<file path="src/rtl/horiz_move_ctrl_pkg.sv">
// Shared types for the horizontal movement controller: FSM state codes,
// step direction, burst phase and button indices.
package horiz_move_ctrl_pkg;

  // State codes are also decoded by the vertical controller and the LED display.
  typedef enum logic [2:0] {
    S_IDLE = 3'd0,
    S_LOAD = 3'd1,
    S_RUN  = 3'd2,
    S_STEP = 3'd3,
    S_HALT = 3'd4
  } state_t;

  typedef enum logic {
    DIR_DOWN = 1'b0,
    DIR_UP   = 1'b1
  } dir_t;

  typedef enum logic {
    PH_PULSE = 1'b0,
    PH_GAP   = 1'b1
  } phase_t;

  localparam int BTN_L    = 0;
  localparam int BTN_R    = 1;
  localparam int BTN_C    = 2;
  localparam int NUM_BTNS = 3;

endpackage

</file>
<file path="src/rtl/horiz_move_ctrl_if.sv">
// Button, frame, counter-flag and command-pulse bundle between the
// environment (master) and the horizontal movement controller (slave).
interface horiz_move_ctrl_if;
  logic       btnL;
  logic       btnR;
  logic       btnC;
  logic       frame_tick;
  logic       at_right;
  logic       at_left;
  logic       game_over;
  logic       UP;
  logic       DW;
  logic       LD;
  logic       busy;
  logic       frame_missed;
  logic [2:0] state;

  modport master (
    output btnL, btnR, btnC, frame_tick, at_right, at_left, game_over,
    input  UP, DW, LD, busy, frame_missed, state
  );

  modport slave (
    input  btnL, btnR, btnC, frame_tick, at_right, at_left, game_over,
    output UP, DW, LD, busy, frame_missed, state
  );
endinterface

</file>
<file path="src/rtl/horiz_move_ctrl_btn_debounce.sv">
// Two-flop synchroniser followed by a stability filter; level flips only after
// DEBOUNCE_CYCLES consecutive differing samples, and rise marks a 0->1 flip.
module btn_debounce #(
  parameter int DEBOUNCE_CYCLES = 4
) (
  input  logic clk,
  input  logic reset,
  input  logic raw,
  output logic level,
  output logic rise
);

  localparam int CW = (DEBOUNCE_CYCLES > 1) ? $clog2(DEBOUNCE_CYCLES) : 1;
  localparam logic [CW-1:0] LAST = CW'(DEBOUNCE_CYCLES - 1);

  logic          sync1_reg;
  logic          sync2_reg;
  logic          level_reg;
  logic          rise_reg;
  logic [CW-1:0] cnt_reg;

  always_ff @(posedge clk or negedge reset) begin
    if (!reset) begin
      sync1_reg <= 1'b0;
      sync2_reg <= 1'b0;
      level_reg <= 1'b0;
      rise_reg  <= 1'b0;
      cnt_reg   <= '0;
    end else begin
      sync1_reg <= raw;
      sync2_reg <= sync1_reg;
      rise_reg  <= 1'b0;
      if (sync2_reg == level_reg) begin
        cnt_reg <= '0;
      end else if (cnt_reg == LAST) begin
        level_reg <= sync2_reg;
        rise_reg  <= sync2_reg;
        cnt_reg   <= '0;
      end else begin
        cnt_reg <= cnt_reg + 1'b1;
      end
    end
  end

  assign level = level_reg;
  assign rise  = rise_reg;

endmodule

</file>
<file path="src/rtl/horiz_move_ctrl.sv">
// Turns debounced left/right/centre buttons and the frame tick into one-cycle
// UP/DW/LD pulses for the X-coordinate counter, stopping at the counter limits.
module horiz_move_ctrl
  import horiz_move_ctrl_pkg::*;
#(
  parameter int STEP_PER_FRAME  = 2,
  parameter int DEBOUNCE_CYCLES = 4
) (
  input logic               clk,
  input logic               reset,
  horiz_move_ctrl_if.slave  bus
);

  logic [NUM_BTNS-1:0] btn_raw;
  logic [NUM_BTNS-1:0] btn_level;
  logic [NUM_BTNS-1:0] btn_rise;

  assign btn_raw[BTN_L] = bus.btnL;
  assign btn_raw[BTN_R] = bus.btnR;
  assign btn_raw[BTN_C] = bus.btnC;

  generate
    for (genvar gi = 0; gi < NUM_BTNS; gi++) begin : g_btn
      btn_debounce #(
        .DEBOUNCE_CYCLES(DEBOUNCE_CYCLES)
      ) u_debounce (
        .clk   (clk),
        .reset (reset),
        .raw   (btn_raw[gi]),
        .level (btn_level[gi]),
        .rise  (btn_rise[gi])
      );
    end
  endgenerate

  // Only the centre button uses its edge; left/right are consumed as levels.
  logic unused_btn;
  assign unused_btn = btn_rise[BTN_L] ^ btn_rise[BTN_R] ^ btn_level[BTN_C];

  logic   btn_l;
  logic   btn_r;
  logic   c_rise;
  assign btn_l  = btn_level[BTN_L];
  assign btn_r  = btn_level[BTN_R];
  assign c_rise = btn_rise[BTN_C];

  state_t     state_reg, state_next;
  phase_t     phase_reg, phase_next;
  dir_t       dir_reg, dir_next;
  logic [3:0] cnt_reg, cnt_next;
  logic       limit_hit;

  always_ff @(posedge clk or negedge reset) begin
    if (!reset) begin
      state_reg <= S_IDLE;
      phase_reg <= PH_PULSE;
      dir_reg   <= DIR_DOWN;
      cnt_reg   <= 4'd0;
    end else begin
      state_reg <= state_next;
      phase_reg <= phase_next;
      dir_reg   <= dir_next;
      cnt_reg   <= cnt_next;
    end
  end

  assign limit_hit = (dir_reg == DIR_UP) ? bus.at_right : bus.at_left;

  always_comb begin
    state_next = state_reg;
    phase_next = phase_reg;
    dir_next   = dir_reg;
    cnt_next   = cnt_reg;
    unique case (state_reg)
      S_IDLE: begin
        if (c_rise) state_next = S_LOAD;
      end
      S_LOAD: begin
        state_next = bus.game_over ? S_HALT : S_RUN;
      end
      S_RUN: begin
        if (bus.game_over) begin
          state_next = S_HALT;
        end else if (c_rise) begin
          state_next = S_LOAD;
        end else if (bus.frame_tick) begin
          if (btn_r && !btn_l && !bus.at_right) begin
            state_next = S_STEP;
            dir_next   = DIR_UP;
            phase_next = PH_PULSE;
            cnt_next   = 4'(STEP_PER_FRAME);
          end else if (btn_l && !btn_r && !bus.at_left) begin
            state_next = S_STEP;
            dir_next   = DIR_DOWN;
            phase_next = PH_PULSE;
            cnt_next   = 4'(STEP_PER_FRAME);
          end
        end
      end
      S_STEP: begin
        if (bus.game_over) begin
          state_next = S_HALT;
        end else if (c_rise) begin
          state_next = S_LOAD;
        end else if (phase_reg == PH_PULSE) begin
          phase_next = PH_GAP;
          if (cnt_reg != 4'd0) cnt_next = cnt_reg - 4'd1;
        end else if (cnt_reg == 4'd0 || limit_hit) begin
          state_next = S_RUN;
        end else begin
          phase_next = PH_PULSE;
        end
      end
      S_HALT: begin
        if (c_rise) state_next = S_LOAD;
      end
      default: state_next = S_IDLE;
    endcase
  end

  // Pulses decode from registered state so an async reset clears them at once.
  always_comb begin
    bus.UP           = 1'b0;
    bus.DW           = 1'b0;
    bus.LD           = 1'b0;
    bus.busy         = 1'b0;
    bus.frame_missed = 1'b0;
    case (state_reg)
      S_LOAD: begin
        bus.LD   = 1'b1;
        bus.busy = 1'b1;
      end
      S_STEP: begin
        bus.busy         = 1'b1;
        bus.frame_missed = bus.frame_tick;
        if (phase_reg == PH_PULSE && !bus.game_over) begin
          bus.UP = (dir_reg == DIR_UP);
          bus.DW = (dir_reg == DIR_DOWN);
        end
      end
      default: ;
    endcase
  end

  assign bus.state = state_reg;

endmodule

</file>
<file path="src/flat_wrapper.sv">
// flat-port wrapper written by rule: the top's interface ports become plain ports
module horiz_move_ctrl_flat import horiz_move_ctrl_pkg::*;
#(
  parameter int STEP_PER_FRAME  = 2,
  parameter int DEBOUNCE_CYCLES = 4
)
  (clk, reset, bus_btnL, bus_btnR, bus_btnC, bus_frame_tick, bus_at_right, bus_at_left, bus_game_over, bus_UP, bus_DW, bus_LD, bus_busy, bus_frame_missed, bus_state);
  horiz_move_ctrl_if bus_i ();
  input logic clk;
  input logic reset;
  input wire logic [$bits(bus_i.btnL)-1:0] bus_btnL;
  input wire logic [$bits(bus_i.btnR)-1:0] bus_btnR;
  input wire logic [$bits(bus_i.btnC)-1:0] bus_btnC;
  input wire logic [$bits(bus_i.frame_tick)-1:0] bus_frame_tick;
  input wire logic [$bits(bus_i.at_right)-1:0] bus_at_right;
  input wire logic [$bits(bus_i.at_left)-1:0] bus_at_left;
  input wire logic [$bits(bus_i.game_over)-1:0] bus_game_over;
  output wire logic [$bits(bus_i.UP)-1:0] bus_UP;
  output wire logic [$bits(bus_i.DW)-1:0] bus_DW;
  output wire logic [$bits(bus_i.LD)-1:0] bus_LD;
  output wire logic [$bits(bus_i.busy)-1:0] bus_busy;
  output wire logic [$bits(bus_i.frame_missed)-1:0] bus_frame_missed;
  output wire logic [$bits(bus_i.state)-1:0] bus_state;
  assign bus_i.btnL = bus_btnL;
  assign bus_i.btnR = bus_btnR;
  assign bus_i.btnC = bus_btnC;
  assign bus_i.frame_tick = bus_frame_tick;
  assign bus_i.at_right = bus_at_right;
  assign bus_i.at_left = bus_at_left;
  assign bus_i.game_over = bus_game_over;
  assign bus_UP = bus_i.UP;
  assign bus_DW = bus_i.DW;
  assign bus_LD = bus_i.LD;
  assign bus_busy = bus_i.busy;
  assign bus_frame_missed = bus_i.frame_missed;
  assign bus_state = bus_i.state;
  horiz_move_ctrl #(.STEP_PER_FRAME(STEP_PER_FRAME), .DEBOUNCE_CYCLES(DEBOUNCE_CYCLES)) u_core (.clk(clk), .reset(reset), .bus(bus_i));
endmodule
</file>
<file path="config.mk">
export PLATFORM = sky130hd
export DESIGN_NAME = horiz_move_ctrl_flat
export DESIGN_NICKNAME = d
export VERILOG_FILES = /design/src/rtl/horiz_move_ctrl_pkg.sv /design/src/rtl/horiz_move_ctrl_if.sv /design/src/rtl/horiz_move_ctrl_btn_debounce.sv /design/src/rtl/horiz_move_ctrl.sv /design/src/flat_wrapper.sv
export SDC_FILE = /design/constraint.sdc
export NUM_CORES = 1
export LEC_CHECK = 0
export CORE_ASPECT_RATIO = 1.5
export CORE_UTILIZATION = 47
export DETAILED_ROUTE_END_ITERATION = 7
export PLACE_DENSITY = 0.79
export SLEW_MARGIN = 10
export SYNTH_ARGS = -nofsm -noshare
export SYNTH_HDL_FRONTEND = slang
export SYNTH_SLANG_ARGS = --single-unit
</file>
<file path="constraint.sdc">
create_clock -name clk -period 1.92 [get_ports clk]
set_input_delay 0.48 -clock clk [delete_from_list [all_inputs] [get_ports clk]]
set_output_delay 0.48 -clock clk [all_outputs]
set_load 0.01 [all_outputs]
</file>
**Word level (Yosys, flattened, before mapping)**

Cells that the tools add are included.

- Output and inout port bits: 8
- Word-level logic and storage cells: 125
- Flip-flop bits (word level): 25
- Input port bits: 9

- Equal/unequal tests: 23
- Bitwise gates (word level): 7
- Reductions and logical operators: 25
- Multiplexer cells: 49
- Add/sub/neg operators: 4

Operator list:

| kind | count |
|---|---|
| two-way mux 4 bit | 9 |
| two-way mux 3 bit | 11 |
| two-way mux 1 bit | 20 |
| two-way mux 2 bit | 6 |
| inequality test 2 bit (second input constant) | 6 |
| case mux 3 bit (4 select lines) | 1 |
| AND reduction 5 bit | 2 |
| AND reduction 9 bit | 1 |
| inequality test 4 x 3 -> 1 bit (second input constant) | 2 |
| case mux 4 bit (2 select lines) | 1 |
| NOT 1 bit | 7 |
| AND reduction 7 bit | 1 |
| adder 2 x 1 -> 2 bit (second input constant) | 3 |
| == test 2 bit (second input constant) | 3 |
| == test 3 x 2 -> 1 bit (second input constant) | 2 |
| AND reduction 2 bit | 3 |
| logical AND 1 bit | 5 |
| logical NOT 1 bit | 5 |
| inequality test 5 x 3 -> 1 bit (second input constant) | 1 |
| logical NOT 4 bit | 1 |
| inequality test 2 x 1 -> 1 bit (second input constant) | 2 |
| inequality test 4 bit (second input constant) | 1 |
| nonzero test 2 bit | 2 |
| nonzero test 4 bit | 1 |
| other kinds (9) | 12 |

**Longest topological paths before layout**

- Depth in word-level cells: 9
- Gate-level depth with buffers: 7
- Gate-level depth less buffers: 6

**Cells and area by module**

Synthesis repeated with hierarchy kept, for this count alone.

- Cells, all modules: 100
- Area total of the unflattened synthesis: 1226.2 sq um

By module, submodules not included:

| module | instances | seq. area each (sq um) | area each (sq um) | cells an instance |
|---|---|---|---|---|
| btn_debounce | 3 | 150.1 | 209.0 | 12 |
| horiz_move_ctrl | 1 | 225.2 | 599.3 | 64 |

**Least setup slack after synthesis**

Ideal clock, no wire load.

- Path kind: reg-to-reg
- Start: reg u_core.state_reg[2] (netlist: u_core.bus.state[2])
- End: reg u_core.cnt_reg[3]
- Period minus slack after synthesis: 1940 ps
- Slack: -20 ps
- Arrival: 1871 ps
- Path buffers: 1
- Stages on the path, launching flop included: 6
- Library setup time: 69 ps
- Data required time: 1851 ps
- Path through: dfrtp_1 > or4b_1 > or3_1 > buf_6 > a2111o_1 > nand3_1

- Longest elaborated chain between the ends: 3
- Elaborated cells on any way between the ends: 13
- Those cells by class: eq/ne (10); mux (1); reduce/logical (2)

RTL lines:

| item | line | text |
|---|---|---|
| from (decl) | horiz_move_ctrl.sv:47 | `state_t state_reg, state_next;` |
| from (signal assigned) | horiz_move_ctrl.sv:60 | `state_reg <= state_next;` |
| == test 3 x 2 -> 1 bit | horiz_move_ctrl.sv:74 | `unique case (state_reg)` |
| inequality test 3 x 1 -> 1 bit (no line) (tied with other cells) | - |  |
| AND reduction 9 bit (no line) | - |  |
| to (signal assigned) | horiz_move_ctrl.sv:63 | `cnt_reg <= cnt_next;` |
| to (decl) | horiz_move_ctrl.sv:50 | `logic [3:0] cnt_reg, cnt_next;` |

Parallel ways exist; a longest one is shown, timed or not.
A chain may end at the register's enable or synchronous reset.

**Worst setup path after layout**

- Start: reg u_core.state_reg[2] (netlist: u_core.bus.state[2])
- End: out bus_UP

- Longest elaborated chain between the ends: 2

RTL lines:

| item | line | text |
|---|---|---|
| == test 3 x 2 -> 1 bit | horiz_move_ctrl.sv:128 | `case (state_reg)` |
| two-way mux 1 bit | horiz_move_ctrl.sv:128 |  |
| to (decl) | flat_wrapper.sv:18 | `output wire logic [$bits(bus_i.UP)-1:0] bus_UP;` |

No other way between the ends.

==> summary.md <==
| Metric | Value |
|---|---|
| Core Rows | `21` |
| Die Wd | `41.90 µm` |
| Initial antenna violation count | `0` |
| Area share of the largest cell type after synthesis | `55.74%` |
| Worst path depth | `4` |
| Failing checks | `negative setup slack` |
| Net Sw Frac | `28.29%` |
| TritonCTS Buffers | `3` |
| FMAX | `0.4943 GHz` |
| Worst setup SP type | `flop` |
| Worst setup EP type | `output pin` |
| Vias in the first global route | `854` |
| Sequential Power Share | `54.6%` |
| Syn_area_per_cell | `11.69 µm²` |
| Synth cell types | `34` |
| Yosys warnings | `0` |
| Switching power total | `369.5 µW` |
| Root Buffer | `clkbuf_4` |
| Routed wire length | `2020 µm` |
| TNS Setup | `-0.2809 ns` |
| Final cell count without fillers | `154` |
| P_int | `936.3 µW` |
| Total gr overflow | `0` |
| CTS sink count | `25` |
| Slew Limit Fails | `0` |
| Drt pass-1 iters | `4` |
| Status | `finished, violations left` |
| Max-cap violations | `0` |
| Clk slew on worst S/H paths | `0.13 ns` |
| Initial cell density of the core | `50.25%` |
| PwrDens | `871.8 mW/mm²` |
| Layout cells sized above 1 | `29.01%` |
| Synth Register Bits | `25` |
| Mapped Nets | `110` |
| CTS tree | `yes` |
| Worst-margin pin slew | `0.4105 ns` |
| Fin nets | `146` |
| Max FO, Critical Path | `3` |
| GP Congestion | `0.7790` |
| CP required | `1.44 ns` |
| P&R area growth vs syn | `33.45%` |
| Hold Path Class | `flop to flop` |
| Seq/Total Area, Yosys | `between 50 and 60%` |
| Cell Area, Synth | `0.001122 mm²` |
| Dpl hpwl | `1525 µm` |
| Post-route DRC violation count | `0` |
| Hold Buf Count CTS | `0` |
| GRT Overall Usage | `between 10% and 20%` |
| Setup CP Type | `flop to output pin` |
| Mapped Cells | `96` |
| EDFF count, synth | `0` |
| Crit path buf inv count | `2` |
| CORE AREA | `0.002233 mm²` |
| Post-Place Cell Area | `~0.0014 mm²` |
| FF+latch area | `628.1 µm²` |
| Die Height | `61.85 µm` |
| Hold_ws | `about 0.36 ns` |
| IO buf count | `16` |
| Wirelength per Cell | `approximately 13 µm` |
| Slowest CP cell | `dfrtp_2` |
| Worst hold path stage count | `0` |
| Top_reg_cell synth | `dfrtp_1` |
| Leakage | `0.0007191 µW` |
| Die area | `0.002592 mm²` |
| Final Skew | `0.003933 ns` |
| Reg2reg setup slack | `-0.09 ns` |
| Crit path arrival time | `1.54 ns` |
| Htree depth | `1` |
| Fillcell total | `188` |
| Logic gate share of total power | `between 20% and 30%` |
| DRT iter0 DRCs | `35` |
| Largest register FFs | `6` |
| Io pins | `17` |
| Clock latency on the worst-skew pair | `0.31 ns` |
| Vias | `838` |
| First-pass GRT wire length | `3381 µm` |
| Critical-path cell list | `buf_6, or3_4, nor3_2, buf_2` |
| Commonest non-fill, non-tap cell in the layout | `dfrtp_1` |
| Final Hold Fails | `0` |
| CP top delay family | `simple AND/OR/NAND/NOR gates` |
| Rel. slew slack | `between 70 and 80%` |
| RSZ-0062 raised after global routing | `yes` |
| Period utilisation layout | `105.4%` |
| Largest net degree at the start of global routing | `26` |
| Most frequent cells in the layout | `dfrtp_1 (23), buf_4 (15), clkdlybuf4s50_1 (7)` |
| Final instance area | `roughly 0.0015 mm²` |
| Multi-input gate area | `496.7 µm²` |
| Clock power frac | `between 15 and 20%` |
| Worst Reg-to-Reg Cells | `5` |
| Final setup margin | `-0.1030 ns` |
| Max incr delay on CP | `0.44 ns` |
| Final setup viols | `3` |
| Top cells by area, synth | `dfrtp_1 (56%), ha_1 (5.6%), nor3_1 (3.1%), mux2_2 (3.0%), xnor2_1 (2.3%)` |
| Post-Place Cells | `between 100 and 150` |
| Fin crit period | `just over 2 ns` |
| Area leader, netlist | `dfrtp_1` |
| VDD IR-drop max | `roughly 540 µV` |
| Vias per std cell | `5.442` |
| CTS Buffer Depth | `2` |
| Post-synth ARST share | `100.0%` |
| ANT cells | `0` |
| Final ANT Viol Nets | `0` |
## cell type report
type	instances	area share [%]
Multi-Input combinational cell	62	33.17
Timing Repair Buffer	33	19.38
Inverter	7	1.754
Clock buffer	3	1.504
Sequential cell	25	41.94
Clock inverter	1	0.3342
Tap cell	23	1.921
## metrics by stage
step / util [%] / worst slack, ns / power [µW]
2_1_floorplan: - / -0.01481 / 925.8
4_1_cts: 65.66 / -0.09994 / 1326
3_3_place_gp: 62.80 / -0.5589 / 1056
3_5_place_dp: 62.80 / -0.5804 / 1080
5_1_grt: 67.06 / -0.1964 / 1403
6_report: 67.06 / -0.1030 / 1306
## worst reg2reg max path, cell delays in order, from the launching register on
cell,delay (ns)
dfrtp_2,0.44
buf_4,0.16
or4b_4,0.54
or3_4,0.36
a2111o_1,0.37
nand3_1,0.08
## final timing paths
check,from,to
worst max-delay path,u_core.bus.state[2],bus_UP
max in group asynchronous,reset,u_core.bus.state[2]
min in group asynchronous,reset,u_core.g_btn[1].u_debounce.cnt_reg[1]
worst min register to register,u_core.g_btn[1].u_debounce.sync1_reg,u_core.g_btn[1].u_debounce.sync2_reg
worst min-delay path,u_core.g_btn[1].u_debounce.sync1_reg,u_core.g_btn[1].u_debounce.sync2_reg
worst max register to register,u_core.bus.state[2],u_core.cnt_reg[3]
## metal layers
| metal | global-route usage, % | routed length, µm | part of all wire [%] |
|---|---|---|---|
| met1 | 18.74 | 824 | 41 |
| met2 | 33.04 | 1104 | 55 |
| met3 | 1.734 | 49 | 2.4 |
| met4 | 11.52 | 41 | 2.0 |
| met5 | 0 | 0 | 0 |
## repair_timing
action | CTS | global route
endpoints found under the setup margin | 10 | 11
setup buffers | 3 | 0
pin swaps | 2 | 1
resized for setup | 19 | 10
## kinds of logic after synthesis
group	Yosys count	share of synthesized area [%]
and+or+nand+nor	30	15.94
DFF	25	55.74
AOI/OAI and AO/OA	18	10.81
buffers and inverters	9	3.678
muxes	6	5.908
adders and majority gates	5	5.574
xor gates and xnor gates	3	2.342
## Yosys cell counts, types with 3 or more instances
master and instances:
dfrtp_1 25, ha_1 5, inv_1 6, mux2_2 3
nand2_1 3, nand3_1 5, nor2b_1 3, nor3_1 7
nor3b_1 3, o21ai_0 5, xnor2_1 3
## power by group through the flow
stage | registers (µW) | clock network, µW | logic [µW]
global route | 733 | 256 | 414
floorplan | 722 | 0 | 204
detailed placement | 729 | 0 | 351
global placement | 720 | 0 | 336
finish | 713 | 224 | 368
CTS | 714 | 235 | 377
Note: power is estimated with default switching activity, not from simulation.
